==> config.mk <==
export PLATFORM = sky130hd
export DESIGN_NAME = register_write_arbiter
export DESIGN_NICKNAME = d
export VERILOG_FILES = /design/src/rtl/reg_arb_pkg.sv /design/src/rtl/rr_arbiter.sv /design/src/rtl/register_write_arbiter.sv
export SDC_FILE = /design/constraint.sdc
export NUM_CORES = 1
export LEC_CHECK = 0
export CAP_MARGIN = 0
export CORE_UTILIZATION = 47
export CTS_CLUSTER_SIZE = 10
export DETAILED_ROUTE_END_ITERATION = 8
export GPL_TIMING_DRIVEN = 0
export PLACE_DENSITY = 0.86
export SKIP_LAST_GASP = 1
export SYNTH_ARGS = -nofsm -noshare
export SYNTH_HDL_FRONTEND = slang
export SYNTH_SLANG_ARGS = --single-unit
==> constraint.sdc <==
create_clock -name clk -period 3.5 [get_ports clk]
set_input_delay 0.875 -clock clk [delete_from_list [all_inputs] [get_ports clk]]
set_output_delay 0.875 -clock clk [all_outputs]
set_load 0.005 [all_outputs]
==> src/rtl/reg_arb_pkg.sv <==
// Shared types and defaults for the register write arbiter.
package reg_arb_pkg;

  typedef enum logic [1:0] {IDLE, WRITE, ACK} arb_state_t;

  localparam int unsigned DATA_W_DEF = 8;

endpackage

==> src/rtl/rr_arbiter.sv <==
// Combinational round-robin pick: first asserted request after the last winner, wrapping.
module rr_arbiter #(
  parameter int unsigned NUM_REQ = 4,
  parameter int unsigned IDX_W   = $clog2(NUM_REQ)
) (
  input  logic [NUM_REQ-1:0] req,
  input  logic [IDX_W-1:0]   last,
  output logic               grant_valid,
  output logic [IDX_W-1:0]   grant_idx
);

  int unsigned cand;

  always_comb begin
    grant_valid = 1'b0;
    grant_idx   = '0;
    cand        = 0;
    // Offsets 1..NUM_REQ so the previous winner is considered last.
    for (int unsigned off = 1; off <= NUM_REQ; off++) begin
      cand = (32'(last) + off) % NUM_REQ;
      if (!grant_valid && req[cand]) begin
        grant_valid = 1'b1;
        grant_idx   = IDX_W'(cand);
      end
    end
  end

endmodule

==> src/rtl/register_write_arbiter.sv <==
// Round-robin arbiter sharing one enable-loaded register; IDLE -> WRITE -> ACK per write.
module register_write_arbiter
  import reg_arb_pkg::*;
#(
  parameter int unsigned NUM_REQ = 4,
  parameter int unsigned DATA_W  = DATA_W_DEF,
  parameter int unsigned CNT_W   = 16,
  parameter int unsigned IDX_W   = $clog2(NUM_REQ)
) (
  input  logic                       clk,
  input  logic                       rst,
  input  logic [NUM_REQ-1:0]         req,
  input  logic [NUM_REQ*DATA_W-1:0]  req_data,
  output logic [NUM_REQ-1:0]         ack,
  output logic                       reg_enable,
  output logic [DATA_W-1:0]          reg_data,
  output logic [IDX_W-1:0]           grant_id,
  output logic                       busy,
  output logic [CNT_W-1:0]           write_cnt
);

  arb_state_t          state, state_next;
  logic [IDX_W-1:0]    last, last_next;
  logic [NUM_REQ-1:0]  ack_next;
  logic                reg_enable_next;
  logic [DATA_W-1:0]   reg_data_next;
  logic [IDX_W-1:0]    grant_id_next;
  logic                busy_next;
  logic [CNT_W-1:0]    write_cnt_next;
  logic                grant_valid;
  logic [IDX_W-1:0]    grant_idx;

  rr_arbiter #(
    .NUM_REQ (NUM_REQ),
    .IDX_W   (IDX_W)
  ) u_rr_arbiter (
    .req         (req),
    .last        (last),
    .grant_valid (grant_valid),
    .grant_idx   (grant_idx)
  );

  // State, pointer and all outputs are flops loaded from the next-state logic.
  always_ff @(posedge clk) begin
    if (rst) begin
      state      <= IDLE;
      last       <= IDX_W'(NUM_REQ - 1);
      ack        <= '0;
      reg_enable <= 1'b0;
      reg_data   <= '0;
      grant_id   <= '0;
      busy       <= 1'b0;
      write_cnt  <= '0;
    end else begin
      state      <= state_next;
      last       <= last_next;
      ack        <= ack_next;
      reg_enable <= reg_enable_next;
      reg_data   <= reg_data_next;
      grant_id   <= grant_id_next;
      busy       <= busy_next;
      write_cnt  <= write_cnt_next;
    end
  end

  // Next-state logic; outputs are computed one cycle ahead so they appear with their state.
  always_comb begin
    state_next      = state;
    last_next       = last;
    ack_next        = '0;
    reg_enable_next = 1'b0;
    reg_data_next   = reg_data;
    grant_id_next   = grant_id;
    busy_next       = 1'b0;
    write_cnt_next  = write_cnt;
    case (state)
      IDLE: begin
        if (grant_valid) begin
          state_next      = WRITE;
          reg_data_next   = req_data[32'(grant_idx) * DATA_W +: DATA_W];
          grant_id_next   = grant_idx;
          reg_enable_next = 1'b1;
          busy_next       = 1'b1;
        end
      end
      WRITE: begin
        state_next          = ACK;
        busy_next           = 1'b1;
        ack_next[grant_id]  = 1'b1;
        last_next           = grant_id;
        write_cnt_next      = (&write_cnt) ? write_cnt : write_cnt + CNT_W'(1);
      end
      ACK: begin
        state_next = IDLE;
      end
      default: begin
        state_next = IDLE;
      end
    endcase
  end

endmodule

=== Word level (Yosys, flattened, before mapping) ===
Cells that the tools add are included.

* Flip-flop bits (word level): 36
* Bits in latches: 0
* Bits in writable memories: 0
* Bits in read-only memories: 0
* Input port bits: 38
* Word-level logic and storage cells: 60
* Memories kept: 0

* Add/sub/neg operators: 5
* Multiply operators: 0
* Div/mod/pow operators: 0
* Order comparisons: 6
* Equality and inequality tests: 2
* Shift operators: 1
* Muxes and demuxes: 22
* Bitwise operators: 3
* Reduce and logical (&&, ||, !) cells: 13

{| class="wikitable"
|+ Operators by type and width
! cell !! number
|-
| variable part select 32 x 6 -> 8 bit || 1
|-
| adder 16 x 1 -> 16 bit (second input constant) || 1
|-
| AND reduction 16 bit || 1
|-
| < comparator 2 x 3 -> 1 bit (second input constant) || 5
|-
| 2-to-1 mux 1 bit || 10
|-
| 2-to-1 mux 2 bit || 5
|-
| binary-select mux 1 bit (select 2 bit) || 4
|-
| adder 2 x 1 -> 2 bit (second input constant) || 2
|-
| adder 2 bit (second input constant) || 2
|-
| logical AND 1 bit || 4
|-
| case mux 2 bit (2 select lines) || 1
|-
| AND reduction 2 bit || 2
|-
| OR reduction 2 bit || 2
|-
| zero test 1 bit || 3
|-
| inverter 1 bit || 3
|-
| demux 1 bit (select 2 bit) || 1
|-
| == test 2 x 1 -> 1 bit (second input constant) || 1
|-
| greater-or-equal comparator 2 x 1 -> 1 bit (second input constant) || 1
|-
| zero test 2 bit || 1
|-
| inequality test 2 bit (second input constant) || 1
|-
| case mux 1 bit (2 select lines) || 1
|}

=== Depth between registers and ports, before layout ===
* Depth after elaboration: 15
* Mapped depth: 7
* Depth with buffers taken out: 6

=== Modules after synthesis ===
From an unflattened synthesis, not the netlist that was laid out.

* Cells, all modules: 199
* Area total of the unflattened synthesis: 1789.2 µm²

{| class="wikitable"
|+ By module, submodules not included
! module !! times used !! cells each !! area each (µm²)
|-
| register_write_arbiter || 1 || 185 || 1697.9
|-
| rr_arbiter || 1 || 14 || 91.3
|}

=== Worst setup path before layout ===
No wires, ideal clock.

* Path type: input to register
* Start point: in req[1]
* End point: reg reg_data[1]
* Arrival: 1.876 ns
* Data required time: 3.365 ns
* Path slack: 1.490 ns
* Stages: 5
* Buffers on the path: 0
* Cells stage by stage: or4_4 -> nand2_2 -> nor2_1 -> nand2_1 -> o221ai_1

* Longest elaborated chain between the ends: 13
* Elaborated cells between the ends (all ways): 24

{| class="wikitable"
|+ Ends and longest elaborated chain
! item !! line !! RTL
|-
| start, declared || register_write_arbiter.sv:12 || <nowiki>input logic [NUM_REQ-1:0] req,</nowiki>
|-
| binary-select mux 1 bit (select 2 bit) || rr_arbiter.sv:21 || <nowiki>if (!grant_valid && req[cand]) begin</nowiki>
|-
| 2-to-1 mux 1 bit (implied by the code) || rr_arbiter.sv:21 ||
|-
| 2-to-1 mux 1 bit || rr_arbiter.sv:21 ||
|-
| zero test 1 bit || rr_arbiter.sv:21 ||
|-
| logical AND 1 bit || rr_arbiter.sv:21 ||
|-
| 2-to-1 mux 1 bit || rr_arbiter.sv:21 ||
|-
| zero test 1 bit || rr_arbiter.sv:21 ||
|-
| logical AND 1 bit || rr_arbiter.sv:21 ||
|-
| 2-to-1 mux 1 bit || rr_arbiter.sv:21 ||
|-
| zero test 1 bit || rr_arbiter.sv:21 ||
|-
| logical AND 1 bit || rr_arbiter.sv:21 ||
|-
| 2-to-1 mux 2 bit / 2-to-1 mux 1 bit (equally long branches) || rr_arbiter.sv:21 ||
|-
| variable part select 32 x 6 -> 8 bit / AND reduction 2 bit (equally long branches) || - ||
|-
| end signal, assigned || register_write_arbiter.sv:59 || <nowiki>reg_data <= reg_data_next;</nowiki>
|-
| end, declared || register_write_arbiter.sv:16 || <nowiki>output logic [DATA_W-1:0] reg_data,</nowiki>
|}

Parallel ways exist; a longest one is shown, timed or not. The select of a mux whose other input is x is not followed.
A chain may end at the register's enable or synchronous reset.

=== Final worst setup path ===
Same ends and word-level chain as after synthesis.

==> run summary <==
Worst Setup EP: reg_data[1]$_SDFFE_PP0P_
Syn Area/Cell: 9.14 µm²
1st-pass router iterations: 4
Design Power: 1.06 mW
post-synthesis cell area: 1870 µm²
syn_nets: 244
Critical-path top delay cell: or4_4
Die X: 65.1 µm
grt total ovfl: 0
Die H: 65.1 µm
r2r worst-path depth: 6
leakage power: 1.01 nW
GPL Wtd Cong: 0.838
clk_skew: 0.00821 ns
hold buffers post-CTS: 0
Post-CTS Setup Repair Bufs: 0
total CTS buffers: 5
multi-input combinational cell area: 1090 µm²
total track usage: 21.8%
DP Wirelength: 3.39 mm
total wire length: 4.51 mm
hold path start: last[0]$_SDFFE_PP1P_
RSZ-0062 raised after global routing: false
proportion of layout cells with a drive suffix above 1: 9.25%
die area: 4240 µm²
Detailed Route Iter0 Violations: 91
crit path kind: in2reg
ant diodes: 0
Worst-Margin Slew: 0.545 ns
Pins Over Slew Limit: 0
PD cells: 388 nW/µm²
vias in the first global route: 1511
register area: 721 µm²
clock root buffer: clkbuf_8
Worst-Skew Late Latency: 0.29 ns
post-synthesis sequential area ratio: 38.5%
clock slew at reported path FFs: 0.08 ns
PortBufs: 68
nets@finish: 319
setup tns final: 0 ns
Worst R2R End: write_cnt[14]$_SDFFE_PP0P_
CP delay by family, top: simple AND/OR/NAND/NOR gates
Worst slew margin: 63.4%
post-cts resize count: 0
CTS H-Tree Depth: 2
critical path endpoint category: flip-flop
leading cell types in the layout, fill and taps excluded: clkdlybuf4s50_1, dfxtp_1, nor2_1, mux2i_1, nand2_1
CTS Buffer Depth: 2
Core ar.: 3740 µm²
Data required, critical path: 3.65 ns
DRT antenna net count: 0
Vias: 1772
origin of the critical flop-to-flop path: write_cnt[0]$_SDFFE_PP0P_
IO Pins: 70
worst hold-check path type: reg2reg
area grow syn2layout: 45.7%
cells after synthesis: 205
max cap viols: 0
CP Buf/Inv Count: 1
YS warnings: 0
# setup viols final: 0
initial antenna violation count: 0
crit path DAT: 2.57 ns
Vias/cell: 5.39
worst-path maximum fanout: 8
Worst setup SP type: input port
status: finished clean
Filler cells: 308
wire length per cell: 13.7 µm
Hold Vio Cnt, Final: 0
Peak VDD IR: 0.000449 V
crit-path max cell delay: 0.61 ns
most common cell after layout, fill and taps aside: clkdlybuf4s50_1
global-route wire length before repair: 7.07 mm
DRC: 0
clock sink total: 36
CTS tree: yes
Yosys cell types: 45
Worst R2R Setup Slack: 1.67 ns
largest net degree at the start of global routing: 14
worst path cell trace: clkdlybuf4s50_1 > or4_4 > nand2_2 > nor2_1 > nand2_1 > o221ai_1
Setup crit start: req[1]
minimum clock period: 2.42 ns
fmax: 413 MHz
Levels on crit path: 6
num rows: 22
#FFs+latches synth: 36
Initial Utilization: 50.0%
Final Cycle Share: 69.2%
-- synthesized netlist by cell type (all sizes together) --
master,n,area share [%]
dfxtp,36,38
and3,2,0.67
or4,1,0.60
a21oi,6,1.6
or2,2,0.80
and2,2,0.67
nor4,6,3.8
o21ai,5,1.3
and4,5,2.3
nand4,4,3.3
and2b,1,0.40
o22a,1,0.47
a211oi,4,1.6
nor2,27,5.4
a21bo,1,0.53
mux2i,13,6.9
nor3,7,2.5
inv,5,1.0
nor4b,2,0.94
a21o,1,0.40
clkbuf,3,0.60
nand3,7,2.1
o211ai,6,2.4
o221ai,3,1.4
ha,1,0.67
xor2,3,1.4
nand3b,10,4.0
nand4b,1,0.47
a31oi,4,1.3
nand2b,6,2.0
xnor2,10,4.7
nor3b,1,0.40
buf,5,1.8
nand2,14,2.9
-- layout make-up --
cell class / count / share of cell area, %
multi-input cells: 156 / 39.9
flip-flops and latches: 36 / 26.4
repair buffers: 68 / 24.9
clock buffers: 5 / 2.52
well taps: 48 / 2.20
clock inverters: 3 / 1.70
plain buffers: 8 / 1.65
inverters: 5 / 0.688
-- worst min path at each step --
stage	endpoint	slack, ns	cells past startpoint
after floorplan	last[0]$_SDFFE_PP1P_	0.46	2
after global placement	reg_data[4]$_SDFFE_PP0P_	0.48	2
after detailed placement	last[0]$_SDFFE_PP1P_	0.49	2
after CTS	last[0]$_SDFFE_PP1P_	0.51	2
after global routing	ack[2]$_SDFF_PP0_	0.54	1
final	last[0]$_SDFFE_PP1P_	0.51	2
-- through the flow --
stage / hold WS (ns) / std cells / cell area (µm²) / setup WS, ns / util [%]
after global placement: 0.484 / 321 / 2610 / 0.815 / 69.8
after CTS: 0.505 / 329 / 2730 / 1.08 / 72.9
final: 0.508 / 329 / 2730 / 1.08 / 72.9
after floorplan: 0.464 / 205 / 1870 / 1.49 / -
after global routing: 0.543 / 329 / 2730 / 0.907 / 72.9
after detailed placement: 0.493 / 321 / 2610 / 0.810 / 69.8
-- kinds of logic after synthesis --
kind of cell             after synthesis  share of synthesized area, %
buffers and inverters                 13                          3.41
multiplexers                          13                          6.95
AND/OR/NAND/NOR                       98                          33.3
flip-flops                            36                          38.5
XOR/XNOR                              13                          6.08
AO/OA/AOI/OAI                         31                          11.1
adder cells (fa/ha/maj)                1                         0.668
-- report_power, final --
| part | internal (mW) | leakage, nW | total (mW) | switching (mW) |
|---|---|---|---|---|
| registers | 0.438 | 0.294 | 0.461 | 0.0230 |
| logic | 0.131 | 0.664 | 0.222 | 0.0911 |
| clock network | 0.215 | 0.0548 | 0.375 | 0.161 |
-- sequential cells by signal, indices dropped and copies added, names as in the netlist --
| signal | flops |
|---|---|
| busy | 1 |
| reg_enable | 1 |
| write_cnt | 16 |
| state | 2 |
| last | 2 |
| grant_id | 2 |
| reg_data | 8 |
| ack | 4 |
-- worst min-delay path, cell delays in order (launching register included) --
cell and delay [ns]:
dfxtp_1 0.34, nand2_1 0.06, nand3b_1 0.06
-- metal layers --
layer	track usage, %	vias to the layer above	part of all wire [%]	wire, µm
li1	-	890	-	-
met1	25.9	819	43	1940
met2	38.2	56	51	2290
met3	4.86	7	5.2	235
met4	8.15	0	1.2	53
met5	0	-	0	0
No activity file was read; power rests on OpenSTA's default activity.
==> edit: new RTL, config.mk and constraints unchanged <==
The package constant `DATA_W_DEF` goes from 8 to 12.
--- a/src/rtl/reg_arb_pkg.sv
+++ b/src/rtl/reg_arb_pkg.sv
@@ -3,7 +3,7 @@
 
   typedef enum logic [1:0] {IDLE, WRITE, ACK} arb_state_t;
 
-  localparam int unsigned DATA_W_DEF = 8;
+  localparam int unsigned DATA_W_DEF = 12;
 
 endpackage
 
Ports: changed (resized reg_data and req_data); port bits go from 70 to 90. No check against the original RTL was run, so the function may have changed too.
==> edit against the original RTL <==
- cell area increased by 15%
- sequential cell count increased by 4
- routed wire length increased by 20%
- largest cell class unchanged
- worst setup slack got worse by 0.16 ns
- clock power increased by 3%
- clock skew about the same
- fmax decreased by 6.4%
- critical path type unchanged
- sequential power increased by 13%
- synthesized area increased by 11%
- total power increased by 14%
==> edit: results (changes against the original RTL) <==
Placement Cell Area=0.00301 mm2 (+15%); Met3 Routed Length=298 um (+27%); switching power share of the total=0.268 (+0.00845); wire length on met1=2.34 mm (+21%); total number of vias=2,021 (+14%); Fillers=303 (-1.6%); met3 GRT Util=0.0433 (-0.00528); global-route met1 utilization=0.321 (+0.0618); Final Skew=0.00816 ns (-0.0000481 ns); Leakage=1.19 nW (+18%); PortBufs=88 (+29%); Final HPWL DP=4.11 mm (+21%); top post-synthesis cells by area=dfxtp_1, mux2i_1, a211oi_1, nor2_1, xor2_1; register area share after synthesis=0.387 (+0.00194); Post-Synth Adder-Cell Area=0.00604 (-0.000638); post-synthesis mux area share=0.0918 (+0.0224); Slowest-stage cell, CP=clkdlybuf4s50_1; crit-path leading delay family=buffers and inverters; WL per Instance=14.6 um (+6.6%); XOR/XNOR Fraction of Synth Area=0.0550 (-0.00580); Slowest Stage Delay on Critical Path=0.54 ns (-0.07 ns); Worst VDD drop=0.181 mV (-60%); first-pass GRT wire length=8.91 mm (+26%); layout cells sized above 1=0.0721 (-0.0204); placed cell count=361 (+12%); met2 routed WL=2.71 mm (+19%); syn_nets=278 (+14%); synth cell count leaders=dfxtp_1, nor2_1, mux2i_1, a211oi_1, nand2_1; Util after Layout=0.760 (+0.0315); Regs by FF count=write_cnt x16, reg_data x12, ack x4; DR iter-0 viols=118 (+30%); status=finished clean
[edit: changes by cell type in the layout (fill, tap and decap cells not counted), moves of 5 or more]
| cell | delta |
|---|---|
| xnor2_1 | -7 |
| mux2i_1 | +6 |
| clkdlybuf4s50_1 | +20 |
| a211oi_1 | +10 |
| and4_1 | -5 |
| o21bai_1 | +7 |
| a21boi_0 | +8 |
| xor2_1 | +7 |
[edit: path summary, 6_finish.rpt]
| path | startpoint | cells after the start | slack [ns] | to |
|---|---|---|---|---|
| worst max-delay path | req[0] | 8 | 0.91 | reg_data[3]$_SDFFE_PP0P_ |
| worst min-delay path | reg_data[4]$_SDFFE_PP0P_ | 2 | 0.50 | reg_data[4]$_SDFFE_PP0P_ |
| worst max register to register | write_cnt[0]$_SDFFE_PP0P_ | 7 | 1.44 | write_cnt[8]$_SDFFE_PP0P_ |
| worst min register to register | reg_data[4]$_SDFFE_PP0P_ | 2 | 0.50 | reg_data[4]$_SDFFE_PP0P_ |
[edit: power groups by stage]
stage / logic, mW / clock network [mW] / registers, mW
finish: 0.304 / 0.388 / 0.519
global route: 0.334 / 0.411 / 0.525
CTS: 0.306 / 0.394 / 0.518
detailed placement: 0.304 / 0 / 0.529
global placement: 0.299 / 0 / 0.528
floorplan: 0.147 / 0 / 0.528
[edit: final cells by class]
cell class                 count  area share
multi-input combinational    168       0.376
inverter                       2     0.00240
clock inverter                 3      0.0148
buffer                        13      0.0272
sequential                    40       0.256
timing repair buffer          88       0.281
clock buffer                   5      0.0220
tap                           50      0.0200
[edit: cells by family after synthesis]
group / Yosys count
buffers and inverters: 15
and+or+nand+nor: 76
adders and majority gates: 1
AOI/OAI and AO/OA: 59
muxes: 19
xor gates and xnor gates: 13
DFF: 40
